[src/rtl/trap_sequencer_pkg.sv]
// rtl/trap_sequencer_pkg.sv - shared CSR addresses, mstatus fields and FSM encoding for trap_sequencer
package trap_sequencer_pkg;

   localparam logic [11:0] CSR_MSTATUS = 12'h300;
   localparam logic [11:0] CSR_MTVEC   = 12'h305;
   localparam logic [11:0] CSR_MEPC    = 12'h341;
   localparam logic [11:0] CSR_MCAUSE  = 12'h342;

   localparam int MSTATUS_MIE    = 3;
   localparam int MSTATUS_MPIE   = 7;
   localparam int MSTATUS_MPP_LO = 11;
   localparam int MSTATUS_MPP_HI = 12;

   typedef enum logic [2:0] {
      IDLE     = 3'd0,
      E_EPC    = 3'd1,
      E_CAUSE  = 3'd2,
      E_STATUS = 3'd3,
      M_STATUS = 3'd4,
      JUMP     = 3'd5
   } state_t;

   typedef enum logic {
      TRAP_MRET  = 1'b0,
      TRAP_ECALL = 1'b1
   } trap_kind_t;

endpackage

[src/rtl/trap_sequencer_mstatus_update.sv]
// rtl/trap_sequencer_mstatus_update.sv - combinational mstatus read-modify-write for trap entry and mret
module mstatus_update
   import trap_sequencer_pkg::*;
#(
   parameter int XLEN = 32
) (
   input  logic [XLEN-1:0] old_status,
   input  trap_kind_t      trap_kind,
   output logic [XLEN-1:0] new_status
);

   always_comb begin
      new_status = old_status;
      // Only M-mode exists, so MPP is pinned to 2'b11 on both entry and return.
      new_status[MSTATUS_MPP_HI:MSTATUS_MPP_LO] = 2'b11;
      if (trap_kind == TRAP_ECALL) begin
         new_status[MSTATUS_MPIE] = old_status[MSTATUS_MIE];
         new_status[MSTATUS_MIE]  = 1'b0;
      end else begin
         new_status[MSTATUS_MIE]  = old_status[MSTATUS_MPIE];
         new_status[MSTATUS_MPIE] = 1'b1;
      end
   end

endmodule

[src/rtl/trap_sequencer.sv]
// rtl/trap_sequencer.sv - write-back trap sequencer: ecall/mret CSR updates, stall, flush and redirect
module trap_sequencer
   import trap_sequencer_pkg::*;
#(
   parameter int              XLEN        = 32,
   parameter int              CSR_AW      = 12,
   parameter logic [XLEN-1:0] ECALL_CAUSE = 32'hB
) (
   input  logic              clk_i,
   input  logic              rst,
   input  logic              W_valid_i,
   input  logic              W_ecall_i,
   input  logic              W_mret_i,
   input  logic [XLEN-1:0]   W_pc_i,
   input  logic              W_csr_we_i,
   input  logic [CSR_AW-1:0] W_csr_addr_i,
   input  logic [XLEN-1:0]   W_csr_wdata_i,
   input  logic [XLEN-1:0]   csr_rdata_i,
   output logic [CSR_AW-1:0] csr_raddr_o,
   output logic              csr_we_o,
   output logic [CSR_AW-1:0] csr_waddr_o,
   output logic [XLEN-1:0]   csr_wdata_o,
   output logic              stall_o,
   output logic              flush_o,
   output logic              redirect_valid_o,
   output logic [XLEN-1:0]   redirect_pc_o,
   output logic              busy_o
);

   state_t            state_q;
   state_t            state_d;
   logic [XLEN-1:0]   epc_q;
   trap_kind_t        kind_q;
   logic              take_ecall;
   logic              take_mret;
   logic [XLEN-1:0]   status_next;

   // ecall wins when both trap flags arrive together.
   assign take_ecall = (state_q == IDLE) && W_valid_i && W_ecall_i;
   assign take_mret  = (state_q == IDLE) && W_valid_i && W_mret_i && !W_ecall_i;
   assign busy_o     = (state_q != IDLE);

   mstatus_update #(
      .XLEN(XLEN)
   ) u_mstatus_update (
      .old_status (csr_rdata_i),
      .trap_kind  (kind_q),
      .new_status (status_next)
   );

   always_ff @(posedge clk_i or posedge rst) begin
      if (rst) begin
         state_q <= IDLE;
         epc_q   <= '0;
         kind_q  <= TRAP_MRET;
      end else begin
         state_q <= state_d;
         if (take_ecall) begin
            epc_q  <= W_pc_i;
            kind_q <= TRAP_ECALL;
         end else if (take_mret) begin
            kind_q <= TRAP_MRET;
         end
      end
   end

   always_comb begin
      state_d = state_q;
      case (state_q)
         IDLE: begin
            if (take_ecall) begin
               state_d = E_EPC;
            end else if (take_mret) begin
               state_d = M_STATUS;
            end
         end
         E_EPC:    state_d = E_CAUSE;
         E_CAUSE:  state_d = E_STATUS;
         E_STATUS: state_d = JUMP;
         M_STATUS: state_d = JUMP;
         JUMP:     state_d = IDLE;
         default:  state_d = IDLE;
      endcase
   end

   always_comb begin
      csr_raddr_o      = CSR_AW'(CSR_MSTATUS);
      csr_we_o         = 1'b0;
      csr_waddr_o      = W_csr_addr_i;
      csr_wdata_o      = W_csr_wdata_i;
      stall_o          = 1'b0;
      flush_o          = 1'b0;
      redirect_valid_o = 1'b0;
      redirect_pc_o    = '0;
      case (state_q)
         IDLE: begin
            if (take_ecall || take_mret) begin
               stall_o = 1'b1;
            end else begin
               csr_we_o = W_csr_we_i & W_valid_i;
            end
         end
         E_EPC: begin
            stall_o     = 1'b1;
            csr_we_o    = 1'b1;
            csr_waddr_o = CSR_AW'(CSR_MEPC);
            csr_wdata_o = epc_q;
         end
         E_CAUSE: begin
            stall_o     = 1'b1;
            csr_we_o    = 1'b1;
            csr_waddr_o = CSR_AW'(CSR_MCAUSE);
            csr_wdata_o = ECALL_CAUSE;
         end
         E_STATUS, M_STATUS: begin
            stall_o     = 1'b1;
            csr_we_o    = 1'b1;
            csr_waddr_o = CSR_AW'(CSR_MSTATUS);
            csr_wdata_o = status_next;
         end
         JUMP: begin
            // Target comes from mtvec on entry or mepc on return, forced to 4-byte alignment.
            csr_raddr_o      = (kind_q == TRAP_ECALL) ? CSR_AW'(CSR_MTVEC) : CSR_AW'(CSR_MEPC);
            flush_o          = 1'b1;
            redirect_valid_o = 1'b1;
            redirect_pc_o    = {csr_rdata_i[XLEN-1:2], 2'b00};
         end
         default: begin
            csr_we_o = 1'b0;
         end
      endcase
   end

endmodule

[config.mk]
export PLATFORM = sky130hd
export DESIGN_NAME = trap_sequencer
export DESIGN_NICKNAME = d
export VERILOG_FILES = /design/src/rtl/trap_sequencer_pkg.sv /design/src/rtl/trap_sequencer_mstatus_update.sv /design/src/rtl/trap_sequencer.sv
export SDC_FILE = /design/constraint.sdc
export NUM_CORES = 1
export LEC_CHECK = 0
export ABC_AREA = 1
export ABC_CLOCK_PERIOD_IN_PS = 1970
export BUFFER_PORTS_ARGS = -buffer_cell sky130_fd_sc_hd__buf_2
export CAP_MARGIN = 10
export CORE_MARGIN = 8
export CORE_UTILIZATION = 30
export CTS_CLUSTER_SIZE = 8
export DETAILED_ROUTE_END_ITERATION = 10
export PLACE_DENSITY = 0.6
export SLEW_MARGIN = 10
export SYNTH_ARGS = -nofsm -noshare
export SYNTH_HDL_FRONTEND = slang
export SYNTH_HIERARCHICAL = 1
export SYNTH_SLANG_ARGS = --single-unit
[constraint.sdc]
create_clock -name clk_i -period 1.97 [get_ports clk_i]
set_input_delay 0.197 -clock clk_i [delete_from_list [all_inputs] [get_ports clk_i]]
set_output_delay 0.197 -clock clk_i [all_outputs]
set_load 0.05 [all_outputs]
==> results.ini, run 1 <==
[status]
outcome=finished clean

[setup_path]
path_class=reg2out
critPathBufInv=2
max_stage_delay_ps=470
start_kind=register
cp_cell_sequence=o21ai_2, buf_4, nand3_1, nand3_1, buf_2
end_kind=output port
crit_top_cell=nand3_1
required_ps=1770
cp.arrival_ps=1710
worstPathMaxFanout=16
critPathTopFamily=buffers and inverters
cp_slowest_cell=dfrtp_2

[logic_synthesis]
synth_compound_area_frac=0.0117
synthTopCellsByArea=dfrtp_1 (31%), nand3_1 (19%), nand2_1 (18%), buf_4 (12%), inv_1 (6.8%)
synthMuxAreaShare=0
ys_warn_count=6
yosys.area_share.simple=0.443
synthDistinctLibCells=19
synthAdderAreaFrac=0
yosysTopAreaCell=dfrtp_1
avgSynthCellArea_um2=6.20
synth-seq-cells=36
synth_flop_cell=dfrtp_1
synth_top_family_by_area=simple AND/OR/NAND/NOR gates
synth-xor-area-share=0
synth_edf_count=0
synth_area_um2=2890
syn_inst=465
seq_area_frac_synth=0.312
async_flop_share=1.00
yosysTopAreaCellShare=0.312

[sta]
setup_violations=0
rsz0062_at_grt=true
hold_viol=0
relSlewSlack=0.605
fin_crit_ps=1910
skew_ps=5.18
max_freq_ghz=0.524
period_share=0.969
finalWorstSetupSlack_ps=60.3
slew_violations=0
tightest_slew_ps=592

[detailed_routing]
vias=3372
drcViolationCount=0
drt_iter0_markers=127
dr.pass1.iters=4
viasPerCell=4.47
wirelength_um=10800
wl_per_cell_um=14.3
ant_nets=0

[die]
die_height_um=114
die_area_um2=13000
pin_count=207
initial_core_util=0.311
rows=35
core_area_um2=9280
die_w_um=114

[clocking]
h-tree-depth=2
cts_max_path_buffers=2
hold_buffers=0
numClockSinks=36
cts.reportedPaths.clkPinSlew_ps=70
cts_tree=yes
cts_made_buffers=5
clock_latency_ps=280
cts_root_buf=clkbuf_8
cts_setup_buffers=0
cts_resized=33

[global_routing]
grt_max_degree=37
antenna_found_initial=0
grt_pass1_wl_um=16900
grt_usage=0.158
grt_pass1_vias=3484
grt-ovfl-total=0

[run]
drv_cap=0

[layout]
drive_gt1_frac=0.369
final_common_cell=buf_2
n_antenna_cell=0
nets=739
area_delta_synth_final_pct=37.8
mostFrequentLayoutCells=buf_2 (154), nand2_1 (140), nand3_1 (107)
fillers=1039

[placement]
place.gp.congestion=0.888
pre_cts_slack_ps=179
dp_hpwl_um=8650
io_buffers=195

[hold_path]
hold_class=in2async

==> final cells by class <==
| class | instances | area (um2) | area share |
|---|---|---|---|
| inverter | 54 | 203 | 0.0510 |
| tap | 129 | 161 | 0.0406 |
| clock buffer | 8 | 90.1 | 0.0227 |
| timing repair buffer | 212 | 1240 | 0.313 |
| multi-input combinational | 316 | 1380 | 0.346 |
| sequential | 36 | 902 | 0.227 |
==> worst reg2reg max path, stage by stage (launching register included) <==
cell	delay (ps)
dfrtp_1	460
nor2_2	240
nand3_1	180
nor2_4	160
inv_2	240
nand2_1	170
nand2_1	50
==> routing by layer <==
layer  vias to the layer above  global-route usage  part of all wire
li1                       1695                   -                 -
met5                         -                   0                 0
met1                      1533               0.178              0.42
met2                       134               0.283              0.49
met4                         0              0.0390            0.0099
met3                        10              0.0480             0.085
==> sequential cells by signal, summed over array words and instances, names as in the netlist <==
signal and count:
state_q 3, epc_q 32, kind_q 1
==> cell families (layout without fill, tap and decap cells) <==
group / after synthesis / in the layout
AND/OR/NAND/NOR: 297 / 297
buffers and inverters: 123 / 274
flip-flops: 36 / 36
AO/OA/AOI/OAI: 6 / 6
other: 3 / 13
==> stage by stage <==
stage / cell area, um2 / utilization / std cells / hold WS [ps] / TNS, ps
3_5_place_dp: 3750 / 0.404 / 747 / 339 / 0
6_report: 3980 / 0.428 / 755 / 21.6 / 0
4_1_cts: 3920 / 0.422 / 755 / 29.3 / -140
2_1_floorplan: 2920 / - / 475 / 314 / 0
5_1_grt: 3980 / 0.428 / 755 / 76.6 / -1020
3_3_place_gp: 3750 / 0.404 / 747 / 333 / 0
==> cell usage after synthesis, types with 3 or more instances <==
cell type  count
clkbuf_1       8
dfrtp_1       36
o21ai_0        3
nor2_1        41
inv_1         52
conb_1         3
buf_2         13
nand3_1      107
buf_4         47
nand2_1      141
==> path summary, 6_finish.rpt <==
kind	depth (start not counted)	startpoint	slack (ps)	end
hold / removal	3	rst	20	epc_q[15]
setup reg to reg	6	state_q[2]	360	epc_q[12]
max in group asynchronous	3	rst	1580	state_q[0]
hold reg to reg	2	epc_q[23]	470	epc_q[23]
setup / recovery	5	state_q[0]	60	csr_wdata_o[0]
min in group clk_i	3	W_pc_i[7]	110	epc_q[7]
Power of run 1 is left out: the tool's default activity adds up to more than one toggle a clock period on the data nets, which glitch-free logic cannot reach.
==> inputs of run 2 (changes only) <==
SETUP_SLACK_MARGIN = 0.3   (was default)
==> run 2 against run 1 <==
Compared with the run above:
- critical path type unchanged
- clock skew increased by 5.3 ps
- non-clock buffer count increased by 13
- worst hold slack improved by 25 ps
- maximum frequency increased by 0.14%
- count of clock-buffer cells in the layout decreased by 2
- register-to-register slack improved by 50 ps
- critical endpoint is now csr_wdata_o[17]
- final area increased by 31%
- worst setup slack improved by 2.7 ps
- final cell count increased by 1.7%
==> results.ini, run 2 (synthesis gave the netlist of run 1 again) <==
[setup_path]
start_kind=register
cp.arrival_ps=1710
r2r_setup_slack_ps=410
end_kind=output port
r2r-start=state_q[2]
rr_worst_depth=7
path_class=reg2out
worstPathMaxFanout=12
r2r-end=epc_q[1]
required_ps=1770

[detailed_routing]
drt_iter0_markers=175
wirelength_um=13100
ant_nets=0
wl_per_cell_um=17.1
vias=3603
drcViolationCount=0
viasPerCell=4.69
dr.pass1.iters=5

[clocking]
cts_tree=yes
h-tree-depth=2
clock_latency_ps=290
cts_max_path_buffers=2
hold_buffers=0
numClockSinks=36
cts_made_buffers=5
cts.reportedPaths.clkPinSlew_ps=80
cts_root_buf=clkbuf_8

[layout]
final_common_cell=nand2_1
regArea_um2=905
drive_gt1_frac=0.527
largest_register_ffs=32
area_delta_synth_final_pct=80.9
fillers=853
fin_cells=768
multi_input_area_um2=1850
largest_register=epc_q
mostFrequentLayoutCells=nand2_1 (131), buf_2 (114), nand3_1 (60), buf_6 (60), inv_1 (48)
top_regs=epc_q: 32 flops, state_q: 3 flops, kind_q: 1 flops
nets=752
design_area_um2=5220
n_antenna_cell=0

[die]
pin_count=207
rows=35
die_w_um=114
die_height_um=114
die_area_um2=13000
core_area_um2=9280
initial_core_util=0.311

[placement]
pre_cts_slack_ps=175
placed_area_um2=3920
place.gp.congestion=0.879
dp_hpwl_um=8920
dp.cells=745
io_buffers=195

[run]
drv_cap=0

[sta]
skew_ps=10.5
rsz0062_at_grt=true
fin_tns_setup_ps=0
relSlewSlack=0.472
finalWorstSetupSlack_ps=63.1
fin_crit_ps=1910
tightest_slew_ps=791
hold_viol=0
slew_violations=0
period_share=0.968
setup_violations=0
max_freq_ghz=0.524

[global_routing]
grt-ovfl-total=0
grt_usage=0.176
antenna_found_initial=1
grt_pass1_vias=3670
grt_pass1_wl_um=18400
grt_max_degree=37

[hold_path]
hold_class=in2async

[status]
outcome=finished clean

-- run 2: cell count changes in the layout (fill, tap and decap cells not counted), moves of 7 or more --
cell and change:
buf_6 +53, nand3_1 -47, nand3_2 +44, buf_2 -40, buf_4 -32, nor2_1 -30
buf_8 +29, nor2_4 +19, nor2_2 +11, nand2_1 -9, nand2_2 +7
-- run 2: timing repair --
| item | CTS | global route |
|---|---|---|
| pin swaps | 2 | 20 |
| cloned | 1 | 4 |
| setup endpoints to repair | 81 | 115 |
| resized for setup | 170 | 126 |
| setup buffers | 6 | 4 |
-- run 2: worst max-delay path by stage --
stage / start / slack (ps) / cells past startpoint / end
2_1_floorplan: state_q[0] / 170 / 6 / csr_waddr_o[10]
3_3_place_gp: state_q[0] / 250 / 7 / csr_waddr_o[8]
3_5_place_dp: state_q[0] / 170 / 7 / csr_waddr_o[8]
4_1_cts: state_q[1] / 100 / 7 / csr_waddr_o[8]
5_1_grt: state_q[0] / 8 / 7 / csr_wdata_o[17]
6_report: state_q[0] / 60 / 7 / csr_wdata_o[17]
-- run 2: layout make-up --
type                    count  area share
well taps                 129      0.0309
clock inverters             2     0.00671
flip-flops and latches     36       0.173
repair buffers            225       0.380
inverters                  54      0.0415
multi-input cells         316       0.354
clock buffers               6      0.0139
-- run 2: stage by stage --
stage | hold WS, ps | utilization
floorplan | 314 | -
CTS | 75.6 | 0.500
global placement | 384 | 0.422
global route | 96.1 | 0.562
detailed placement | 394 | 0.422
finish | 46.5 | 0.562
-- run 2: per-layer routing --
| layer | share of wire | routed length (um) | vias up | global-route usage |
|---|---|---|---|---|
| li1 | - | - | 1722 | - |
| met1 | 0.40 | 5190 | 1699 | 0.196 |
| met2 | 0.50 | 6590 | 160 | 0.314 |
| met3 | 0.084 | 1100 | 20 | 0.0527 |
| met4 | 0.016 | 215 | 2 | 0.0568 |
| met5 | 0.00076 | 10 | - | 0 |
-- run 2: critical path: stages (launching register included) --
cell and delay, ps:
dfrtp_2 480, o21ai_4 210, nand2_2 100, buf_6 140
buf_12 140, nand3_1 100, nand3_2 80, buf_6 160
Power of run 2 is left out for the same reason.
==> inputs of run 3 (changes only) <==
CELL_PAD_IN_SITES_DETAIL_PLACEMENT = 1   (was default)
CELL_PAD_IN_SITES_GLOBAL_PLACEMENT = 1   (was default)
CORE_UTILIZATION = 28   (was 30)
PLACE_DENSITY = 0.84   (was 0.6)
==> run 3 against run 2 <==
Compared with the run above:
- the flow now finishes with violations (setup timing)
- count of clock-buffer cells in the layout stayed put
- register-to-register slack worse by 60 ps
- final area is 3.1% higher
- first-iteration DRC count is 33% lower
- flip-flop and latch count stayed put
- final cell count is 2.6% higher
- critical path depth stayed put
- critical path type unchanged
- core utilization is 3.4 points lower
- clock skew is 2.4 ps lower
- via count is 6.0% higher
- routed wire length is 24% higher
==> results.ini, run 3 (synthesis gave the netlist of run 1 again) <==
[status]
outcome=complete, but fails checks
failed_checks=setup timing

[placement]
place.gp.congestion=0.802
dp_hpwl_um=10200
dp.cells=751
placed_area_um2=3910
io_buffers=195

[setup_path]
cp.arrival_ps=1820
r2r-start=state_q[1]
max_stage_delay_ps=500
worstPathMaxFanout=6
r2r-end=epc_q[19]
cp_cell_sequence=o21ai_4, nand2_4, buf_12, buf_16, nand3_1, nand3_2, buf_6
r2r_setup_slack_ps=350
rr_worst_depth=8
path_class=reg2out
start_kind=register
required_ps=1770
cp_slowest_cell=dfrtp_2
crit_path_start=state_q[0]
cp-endpoint=csr_wdata_o[1]
end_kind=output port

[layout]
area_delta_synth_final_pct=86.5
fin_cells=788
n_antenna_cell=0
design_area_um2=5380
top_regs=epc_q: 32 flops, state_q: 3 flops, kind_q: 1 flops
drive_gt1_frac=0.525
nets=765
mostFrequentLayoutCells=nand2_1 (134), buf_2 (113), buf_6 (70)
largest_register_ffs=32
largest_register=epc_q
fillers=1283
final_common_cell=nand2_1

[global_routing]
grt_pass1_wl_um=22000
grt_usage=0.196
grt_pass1_vias=4135
grt_max_degree=37
grt-ovfl-total=0
antenna_found_initial=0

[sta]
rsz0062_at_grt=true
tightest_slew_ps=501
slew_violations=0
setup_violations=12
finalWorstSetupSlack_ps=-49.8
skew_ps=8.06
hold_viol=0
period_share=1.03
max_freq_ghz=0.495
fin_crit_ps=2020
relSlewSlack=0.666

[detailed_routing]
wl_per_cell_um=20.6
drt_iter0_markers=118
vias=3818
ant_nets=0
drcViolationCount=0
wirelength_um=16300
dr.pass1.iters=4
viasPerCell=4.85

[die]
die_w_um=118
die_area_um2=13800
core_area_um2=10200
die_height_um=118
initial_core_util=0.283
pin_count=207
rows=37

[clocking]
cts_max_path_buffers=2
cts_tree=yes
cts.reportedPaths.clkPinSlew_ps=80
cts_root_buf=clkbuf_8
numClockSinks=36
hold_buffers=0
h-tree-depth=2
clock_latency_ps=290
cts_made_buffers=5

[run]
drv_cap=0

[hold_path]
hold_class=in2async

## run 3: changes by cell type in the layout (fill, tap and decap cells not counted), moves of 2 or more
cell / change
buf_6: +10
nor2_4: -10
buf_12: +7
nor2_2: +7
buf_8: -6
nand3_2: -6
nand2_2: -4
nand3_1: +4
nand2_1: +3
nor2_1: +3
nand3_4: +2
## run 3: repair_timing
| item | in CTS | in global routing |
|---|---|---|
| endpoints found under the setup margin | 84 | 115 |
| gates resized for setup | 183 | 104 |
| buffers inserted | 10 | 12 |
| gates cloned | 1 | 6 |
| pin swaps | 4 | 5 |
## run 3: per-stage QoR
stage	setup WS [ps]	util	setup TNS, ps	hold slack (ps)
after global placement	127	0.384	0	325
after CTS	65.9	0.464	0	15.3
after global routing	-108	0.528	-2160	42.8
after floorplan	166	-	0	314
final	-49.8	0.528	-215	7.06
after detailed placement	46.8	0.384	0	336
## run 3: final cells by class
cell class / count / area [um2] / share of cell area
multi-input combinational: 317 / 1810 / 0.336
clock buffer: 6 / 72.6 / 0.0135
tap: 136 / 170 / 0.0316
clock inverter: 2 / 35.0 / 0.00651
sequential: 36 / 905 / 0.168
inverter: 54 / 219 / 0.0407
timing repair buffer: 237 / 2170 / 0.404
## run 3: per-layer routing
layer	part of all wire	routed length, um	track usage	up-vias
li1	-	-	-	1755
met1	0.35	5620	0.199	1831
met2	0.55	8960	0.379	179
met3	0.052	839	0.0403	53
met4	0.052	845	0.0785	0
met5	0	0	0	-
## run 3: worst min-delay path by stage
stage               start        end  slack (ps)  cells past startpoint
6_report              rst  epc_q[11]           7                      3
5_1_grt               rst  epc_q[17]          40                      3
4_1_cts               rst  epc_q[17]          20                      3
3_5_place_dp          rst  epc_q[17]         340                      3
3_3_place_gp          rst  epc_q[17]         320                      3
2_1_floorplan  W_pc_i[10]  epc_q[10]         310                      2
## run 3: worst max-delay path: cells and delay by family (launching register included)
family                 cells  cell delay (ps)
AO/OA/AOI/OAI              1              260
buffers and inverters      3              450
flip-flops                 1              500
AND/OR/NAND/NOR            3              320
Power of run 3 is left out for the same reason.
